### config.mk
export PLATFORM = sky130hd
export DESIGN_NAME = gpredict_arbiter
export DESIGN_NICKNAME = d
export VERILOG_FILES = /design/src/rtl/gpredict_arbiter.sv
export SDC_FILE = /design/constraint.sdc
export NUM_CORES = 1
export LEC_CHECK = 0
export ABC_AREA = 1
export CAP_MARGIN = 20
export CORE_MARGIN = 10
export CORE_UTILIZATION = 35
export CTS_CLUSTER_DIAMETER = 100
export DETAILED_ROUTE_END_ITERATION = 10
export PLACE_DENSITY = 0.76
export SLEW_MARGIN = 25
export SYNTH_ARGS = -nofsm -noshare
export SYNTH_HDL_FRONTEND = slang
export SYNTH_SLANG_ARGS = --single-unit
### constraint.sdc
create_clock -name clk -period 1.06 [get_ports clk]
set_input_delay 0.106 -clock clk [delete_from_list [all_inputs] [get_ports clk]]
set_output_delay 0.106 -clock clk [all_outputs]
set_load 0.01 [all_outputs]
### src/rtl/gpredict_arbiter.sv
// -----------------------------------------------------------------------------
// gpredict_arbiter
//
// Purpose:
//   Lets two branch-resolution requesters share one global branch predictor
//   (gpredict). Requests are granted round-robin. The arbiter issues the
//   predictor's one-cycle predict/update strobe and captures the prediction.
//   It then returns that prediction with a mispredict flag, tagged with the
//   requester id. The predictor instance itself is left unmodified.
//
//   Timing, counted from the accept cycle (cycle 0, state IDLE):
//     cycle 0  IDLE     reqN_ready high combinationally, request latched
//     cycle 1  ISSUE    gp_predict_enable high, gp_branch_pc/outcome valid
//     cycle 2  CAPTURE  gp_prediction sampled
//     cycle 3  IDLE     resp_* presented for one cycle; a new request may be
//                       accepted in this same cycle
//
// Parameters:
//   PC_W   branch PC width, must match the predictor's branch_pc width
//   CNT_W  statistics counter width (exists only when GPA_STATS_EN is defined)
//
// Optional feature (compile-time macro GPA_STATS_EN):
//   Adds per-requester branch and mispredict counters. The counters saturate
//   at all-ones. stat_clear zeroes them synchronously and wins over a
//   simultaneous increment. When the macro is undefined, neither the counters
//   nor their ports exist.
//
// Ports:
//   clk, reset                 clock (rising edge), async active-high reset
//   req0_valid/ready/pc/outcome   requester 0 handshake and branch info
//   req1_valid/ready/pc/outcome   requester 1 handshake and branch info
//   resp_valid                 one-cycle response strobe
//   resp_id                    requester the response belongs to
//   resp_prediction            predictor output for that branch
//   resp_mispredict            prediction differs from the latched outcome
//   gp_predict_enable          to predictor predict_enable
//   gp_branch_pc               to predictor branch_pc
//   gp_actual_outcome          to predictor actual_outcome
//   gp_prediction              from predictor prediction
//   stat_clear                 (GPA_STATS_EN) synchronous counter clear
//   stat0/1_branches/_mispred  (GPA_STATS_EN) per-requester counters
//   busy                       high whenever the FSM is not in IDLE
// -----------------------------------------------------------------------------
module gpredict_arbiter #(
  parameter int PC_W = 8
`ifdef GPA_STATS_EN
  ,
  parameter int CNT_W = 16
`endif
) (
  input  logic            clk,
  input  logic            reset,

  input  logic            req0_valid,
  output logic            req0_ready,
  input  logic [PC_W-1:0] req0_pc,
  input  logic            req0_outcome,

  input  logic            req1_valid,
  output logic            req1_ready,
  input  logic [PC_W-1:0] req1_pc,
  input  logic            req1_outcome,

  output logic            resp_valid,
  output logic            resp_id,
  output logic            resp_prediction,
  output logic            resp_mispredict,

  output logic            gp_predict_enable,
  output logic [PC_W-1:0] gp_branch_pc,
  output logic            gp_actual_outcome,
  input  logic            gp_prediction,

`ifdef GPA_STATS_EN
  input  logic             stat_clear,
  output logic [CNT_W-1:0] stat0_branches,
  output logic [CNT_W-1:0] stat0_mispred,
  output logic [CNT_W-1:0] stat1_branches,
  output logic [CNT_W-1:0] stat1_mispred,
`endif

  output logic            busy
);

  typedef enum logic [1:0] {
    IDLE    = 2'd0,
    ISSUE   = 2'd1,
    CAPTURE = 2'd2
  } state_t;

  state_t          state;
  logic            last_grant;
  logic [PC_W-1:0] hold_pc;
  logic            hold_outcome;
  logic            hold_id;

  logic            grant0;
  logic            grant1;

  // Round-robin grant, evaluated only in IDLE. Under contention, the
  // requester that was not granted last wins. A lone requester always wins,
  // so it can be served back-to-back. Because last_grant resets to 1,
  // requester 0 wins the first contention after reset.
  always_comb begin
    grant0 = 1'b0;
    grant1 = 1'b0;
    if (state == IDLE) begin
      if (req0_valid && req1_valid) begin
        grant0 = last_grant;
        grant1 = ~last_grant;
      end else begin
        grant0 = req0_valid;
        grant1 = req1_valid;
      end
    end
  end

  // The ready signals are combinational, so each handshake completes in the
  // same cycle the grant is made.
  assign req0_ready = grant0;
  assign req1_ready = grant1;

  assign busy = (state != IDLE);

  // Main FSM, with all datapath and response outputs registered.
  // The predictor-facing pc/outcome are loaded on accept, together with the
  // holding registers. They are therefore stable throughout ISSUE and keep
  // their last value afterwards. The enable is raised on the accept edge and
  // dropped on the next edge, so it is high only during ISSUE. resp_valid is
  // raised on the CAPTURE edge and cleared by default one cycle later.
  // An asynchronous reset discards any in-flight request, and no response
  // is produced for it.
  always_ff @(posedge clk or posedge reset) begin
    if (reset) begin
      state             <= IDLE;
      last_grant        <= 1'b1;
      hold_pc           <= '0;
      hold_outcome      <= 1'b0;
      hold_id           <= 1'b0;
      gp_predict_enable <= 1'b0;
      gp_branch_pc      <= '0;
      gp_actual_outcome <= 1'b0;
      resp_valid        <= 1'b0;
      resp_id           <= 1'b0;
      resp_prediction   <= 1'b0;
      resp_mispredict   <= 1'b0;
    end else begin
      gp_predict_enable <= 1'b0;
      resp_valid        <= 1'b0;
      case (state)
        IDLE: begin
          if (grant0 || grant1) begin
            hold_pc           <= grant1 ? req1_pc : req0_pc;
            hold_outcome      <= grant1 ? req1_outcome : req0_outcome;
            hold_id           <= grant1;
            last_grant        <= grant1;
            gp_branch_pc      <= grant1 ? req1_pc : req0_pc;
            gp_actual_outcome <= grant1 ? req1_outcome : req0_outcome;
            gp_predict_enable <= 1'b1;
            state             <= ISSUE;
          end
        end
        ISSUE: begin
          state <= CAPTURE;
        end
        CAPTURE: begin
          resp_valid      <= 1'b1;
          resp_id         <= hold_id;
          resp_prediction <= gp_prediction;
          resp_mispredict <= (gp_prediction != hold_outcome);
          state           <= IDLE;
        end
        default: begin
          state <= IDLE;
        end
      endcase
    end
  end

`ifdef GPA_STATS_EN
  localparam logic [CNT_W-1:0] CNT_MAX = '1;

  logic inc0_branch;
  logic inc0_mispred;
  logic inc1_branch;
  logic inc1_mispred;

  // The counters observe the registered response strobe. They therefore
  // update on the edge that ends the resp_valid cycle.
  always_comb begin
    inc0_branch  = resp_valid && !resp_id;
    inc1_branch  = resp_valid &&  resp_id;
    inc0_mispred = inc0_branch && resp_mispredict;
    inc1_mispred = inc1_branch && resp_mispredict;
  end

  // The statistics counters saturate at all-ones rather than wrapping.
  // stat_clear is checked first, so a clear takes priority over an
  // increment in the same cycle.
  always_ff @(posedge clk or posedge reset) begin
    if (reset) begin
      stat0_branches <= '0;
      stat0_mispred  <= '0;
      stat1_branches <= '0;
      stat1_mispred  <= '0;
    end else if (stat_clear) begin
      stat0_branches <= '0;
      stat0_mispred  <= '0;
      stat1_branches <= '0;
      stat1_mispred  <= '0;
    end else begin
      if (inc0_branch && (stat0_branches != CNT_MAX))
        stat0_branches <= stat0_branches + 1'b1;
      if (inc0_mispred && (stat0_mispred != CNT_MAX))
        stat0_mispred <= stat0_mispred + 1'b1;
      if (inc1_branch && (stat1_branches != CNT_MAX))
        stat1_branches <= stat1_branches + 1'b1;
      if (inc1_mispred && (stat1_mispred != CNT_MAX))
        stat1_mispred <= stat1_mispred + 1'b1;
    end
  end
`endif

endmodule

# --- Word level (Yosys, flattened, before mapping) ---
# Index checks and enable logic that the tools add are counted.
classes:
  n_eq_ne: 4
  n_mux: 11
  bitwise: 1
  n_reduce_logical: 5
op_table:
  columns: ["cell", "count"]
  rows:
  - ["1-bit two-way mux", 8]
  - ["8-bit two-way mux", 1]
  - ["2-bit case mux with 2 select lines", 1]
  - ["2-bit by 1-bit equality test with 1-bit output, second input constant", 1]
  - ["2-bit equality test, second input constant", 1]
  - ["2-bit logical NOT", 1]
  - ["2-bit two-way mux", 1]
  - ["2-bit by 1-bit inequality test with 1-bit output, second input constant", 1]
  - ["2-bit AND reduction", 1]
  - ["2-bit nonzero test", 1]
  - ["1-bit logical AND", 1]
  - ["1-bit logical OR", 1]
  - ["1-bit inequality test", 1]
  - ["1-bit inverter", 1]
word_totals:
  ff_bits: 18
  in_bits: 23
  out_inout_bits: 17
  wordCells: 31

# --- Depth between registers and ports, before layout ---
depth:
  word_depth: 6
  mapped_depth: 6
  mapped_depth_nobuf: 5

# --- Least setup slack after synthesis ---
# OpenSTA, ideal clock, no wires.
synth_path:
  path_kind: "register to register"
  start: "reg last_grant"
  end: "reg gp_branch_pc[0]"
  t_arrival_ps: 970
  path_slack_ps: -28
  stages_incl_launch_ff: 7
  n_path_buf: 1
  synth_period_minus_slack_ps: 1088
  cell_sequence: "dfstp_2 > nand2_4 > nand3_2 > buf_6 > nand2_1 > nand3_1 > nand2_1"
synth_via:
  elab_chain_cells: 5
  word_cells_on_any_way: 8
  classes_between: "mux: 5; bitwise: 1; reduce/logical: 2"
synth_rtl:
  columns: ["item", "line", "text"]
  rows:
  - ["from (decl)", "92", "logic last_grant;"]
  - ["from (signal assigned)", "156", "last_grant <= grant1;"]
  - ["1-bit inverter", "110", "grant1 = ~last_grant;"]
  - ["1-bit two-way mux", "108", "if (req0_valid && req1_valid) begin"]
  - ["1-bit two-way mux", "107", "if (state == IDLE) begin"]
  - ["1-bit logical OR", "152", "if (grant0 || grant1) begin"]
  - ["2-bit AND reduction (no source line)", null, null]
  - ["to (signal assigned)", "157", "gp_branch_pc <= grant1 ? req1_pc : req0_pc;"]
  - ["to (decl)", "70", "output logic [PC_W-1:0] gp_branch_pc,"]
# Several ways; a longest one is shown, not always the timed one.
# A chain may end at the register's enable or synchronous reset.

# --- Worst setup path after layout ---
layout_path:
  start: "reg state[0]"
  end: "out req0_ready"
layout_via:
  elab_chain_cells: 2
layout_rtl:
  columns: ["item", "line", "text"]
  rows:
  - ["from (decl)", "91", "state_t state;"]
  - ["from (signal assigned)", "135", "state <= IDLE;"]
  - ["from (signal assigned)", "160", "state <= ISSUE;"]
  - ["from (signal assigned)", "164", "state <= CAPTURE;"]
  - ["2-bit logical NOT", "107", null]
  - ["1-bit two-way mux", "107", null]
  - ["to (decl)", "55", "output logic req0_ready,"]
# No other way between the ends.

==> results.sh <==
export IMPL_status="finished, violations left"
export IMPL_violations="negative setup slack"
export IMPL_layout_commonest_cell="nand2_1"
export IMPL_drc=0
export IMPL_synth_top_area_cell="dfrtp_1"
export IMPL_p_leak_nw=0.814
export IMPL_fin_ws_ps=-322
export IMPL_period_needed_ps=1380
export IMPL_core_area_um2=2480
export IMPL_vias=945
export IMPL_clk_pin_slew_ps=100
export IMPL_holdWs_ps=112
export IMPL_grt_usage_pct=11.6
export IMPL_fin_skew_ps=3.14
export IMPL_hp_class="input port to asynchronous set/reset pin"
export IMPL_synth_cell_types=18
export IMPL_rr_startpoint="state[1]"
export IMPL_cp_start_kind="register"
export IMPL_cts_sinks=18
export IMPL_setup_violations=16
export IMPL_yosysWarnings=0
export IMPL_synth_seq_cells=18
export IMPL_max_cap_violations=0
export IMPL_synth_fp_nets=136
export IMPL_mostFrequentLayoutCells="nand2_1 (29), inv_1 (22), clkdlybuf4s50_1 (22)"
export IMPL_gp_congestion=0.814
export IMPL_ir_worst_vdd_mv=1.44
export IMPL_cts_root_buf="clkbuf_4"
export IMPL_max_freq_mhz=724
export IMPL_synth_area_per_cell_um2=8.11
export IMPL_cp_data_arrival_time_ps=1280
export IMPL_timing_rr_end="gp_predict_enable"
export IMPL_clock_latency_ps=300
export IMPL_worst_pin_slew_ps=284
export IMPL_grt_pass1_wl_um=4850
export IMPL_synth_area_leaders="dfrtp_1 (46%), nand2_1 (13%), inv_1 (11%), nand4_1 (6.1%), nand3_1 (4.9%)"
export IMPL_cp_end_kind="primary output"
export IMPL_num_io_pins=40
export IMPL_synth_top_area_share_pct=46.4
export IMPL_hpwl_um=2080
export IMPL_seq_area_frac_synth_pct=49.3
export IMPL_antenna_found_initial=0
export IMPL_antennaDiodeCount=0
export IMPL_routed_wirelength_um=3030
export IMPL_hold_viol=0
export IMPL_crit_fanout=3
export IMPL_dieArea_um2=5060
export IMPL_period_share_pct=130
export IMPL_critPathKind="register to primary output"
export IMPL_cts_tree="built"
export IMPL_grt_overflow=0
export IMPL_die_h_um=71.2
export IMPL_rows=18
export IMPL_slew_headroom_pct=81.0
export IMPL_grt_pass1_vias=1022
export IMPL_r2r_slack_ps=-320
export IMPL_h_tree_depth=1
export IMPL_initial_core_util_pct=37.0
export IMPL_fin_util_pct=59.6
export IMPL_power_density_nw_per_um2=2780
export IMPL_synthCells=113
export IMPL_worstRegToRegCells=6
export IMPL_area_growth_pct=61.3
export IMPL_drtPass1Iterations=4
export IMPL_io_buffers=39
export IMPL_clk_path_buf_depth=2
export IMPL_required_ps=950
export IMPL_final_nets=194
export IMPL_cts_buffers=3
export IMPL_vias_per_cell=4.73
export IMPL_total_power_mw=4.11
export IMPL_drive_gt1_share_pct=32.9
export IMPL_maxSlewViolCount=0
export IMPL_dr_first_iter_drc_count=57
export IMPL_grt_setup_unrepaired="true"
export IMPL_grt_max_degree=19
export IMPL_syn_area_um2=916
export IMPL_die_w_um=71.2
export IMPL_antenna_left=0
export IMPL_routedWlPerCell_um=15.1
==> Yosys cell counts <==
library cell / n
nand4_1: 9
xnor2_1: 1
o21ai_0: 4
nand2_1: 32
dfstp_2: 1
nor2_1: 1
buf_2: 1
nand3_2: 1
nand3_1: 9
nand2_4: 1
o21ai_2: 1
inv_1: 26
nand2_2: 2
buf_6: 4
a21oi_1: 1
inv_2: 1
dfrtp_1: 17
nor2_4: 1
==> sequential cells by signal (all words and copies together) (netlist names) <==
signal             cells
gp_branch_pc           8
gp_predict_enable      1
hold_id                1
hold_outcome           1
last_grant             1
resp_id                1
resp_mispredict        1
resp_prediction        1
resp_valid             1
state                  2
==> power by group <==
| part | switching (mW) | internal [mW] | leakage, nW | total, mW |
|---|---|---|---|---|
| Combinational | 1.29 | 1.15 | 0.573 | 2.44 |
| Sequential | 0.203 | 1.04 | 0.220 | 1.24 |
| Clock | 0.220 | 0.210 | 0.0210 | 0.429 |
| Total | 1.71 | 2.40 | 0.814 | 4.11 |
==> logic make-up (layout without fill, tap and decap cells) <==
kind of cell / Yosys count / in the layout / share of synthesized area (%)
AND/OR/NAND/NOR: 56 / 56 / 29.5
flip-flops: 18 / 18 / 49.3
buffers and inverters: 32 / 89 / 16.5
XOR/XNOR: 1 / 1 / 0.956
AO/OA/AOI/OAI: 6 / 6 / 3.69
==> layout make-up <==
type	instances	area [um2]
fillers	232	1000
repair buffers	57	494
flip-flops and latches	18	452
multi-input cells	63	347
inverters	27	104
well taps	30	37.5
clock buffers	4	36.3
repair inverters	1	7.51
==> worst max path at each step <==
stage,depth (start not counted),start,to
floorplan,6,last_grant,gp_branch_pc[0]
global placement,5,req0_valid,req1_ready
detailed placement,4,req0_valid,req0_ready
CTS,5,state[1],req0_ready
global route,5,state[0],req0_ready
finish,5,state[0],req0_ready
==> metal layers <==
| metal | GRT usage (%) | wire length, um |
|---|---|---|
| met1 | 12.1 | 1190 |
| met2 | 20.6 | 1580 |
| met3 | 3.49 | 206 |
| met4 | 5.59 | 55 |
| met5 | 0 | 0 |
==> metrics by stage <==
step                cell area (um2)  setup WS (ps)  cells  TNS [ps]
floorplan                       926          -21.9    113      -134
global route                   1480           -382    200     -4720
detailed placement             1380           -466    185     -4790
finish                         1480           -322    200     -3890
CTS                            1510           -285    198     -3180
global placement               1380           -428    185     -4310
==> critical path, stage by stage, from the launching register on <==
cell     delay [ps]
dfrtp_1         430
nor2_4          160
buf_6           120
nand2_2          40
a21oi_2         100
buf_2           140
==> repair_timing <==
action                     in CTS  in global routing
pin swaps                       4                  9
buffers inserted                7                  4
gates resized for setup        54                 23
gates cloned                    2                  0
hold buffers                    0                  0
setup endpoints to repair      28                 31
Power figures use the tool's default switching activity.
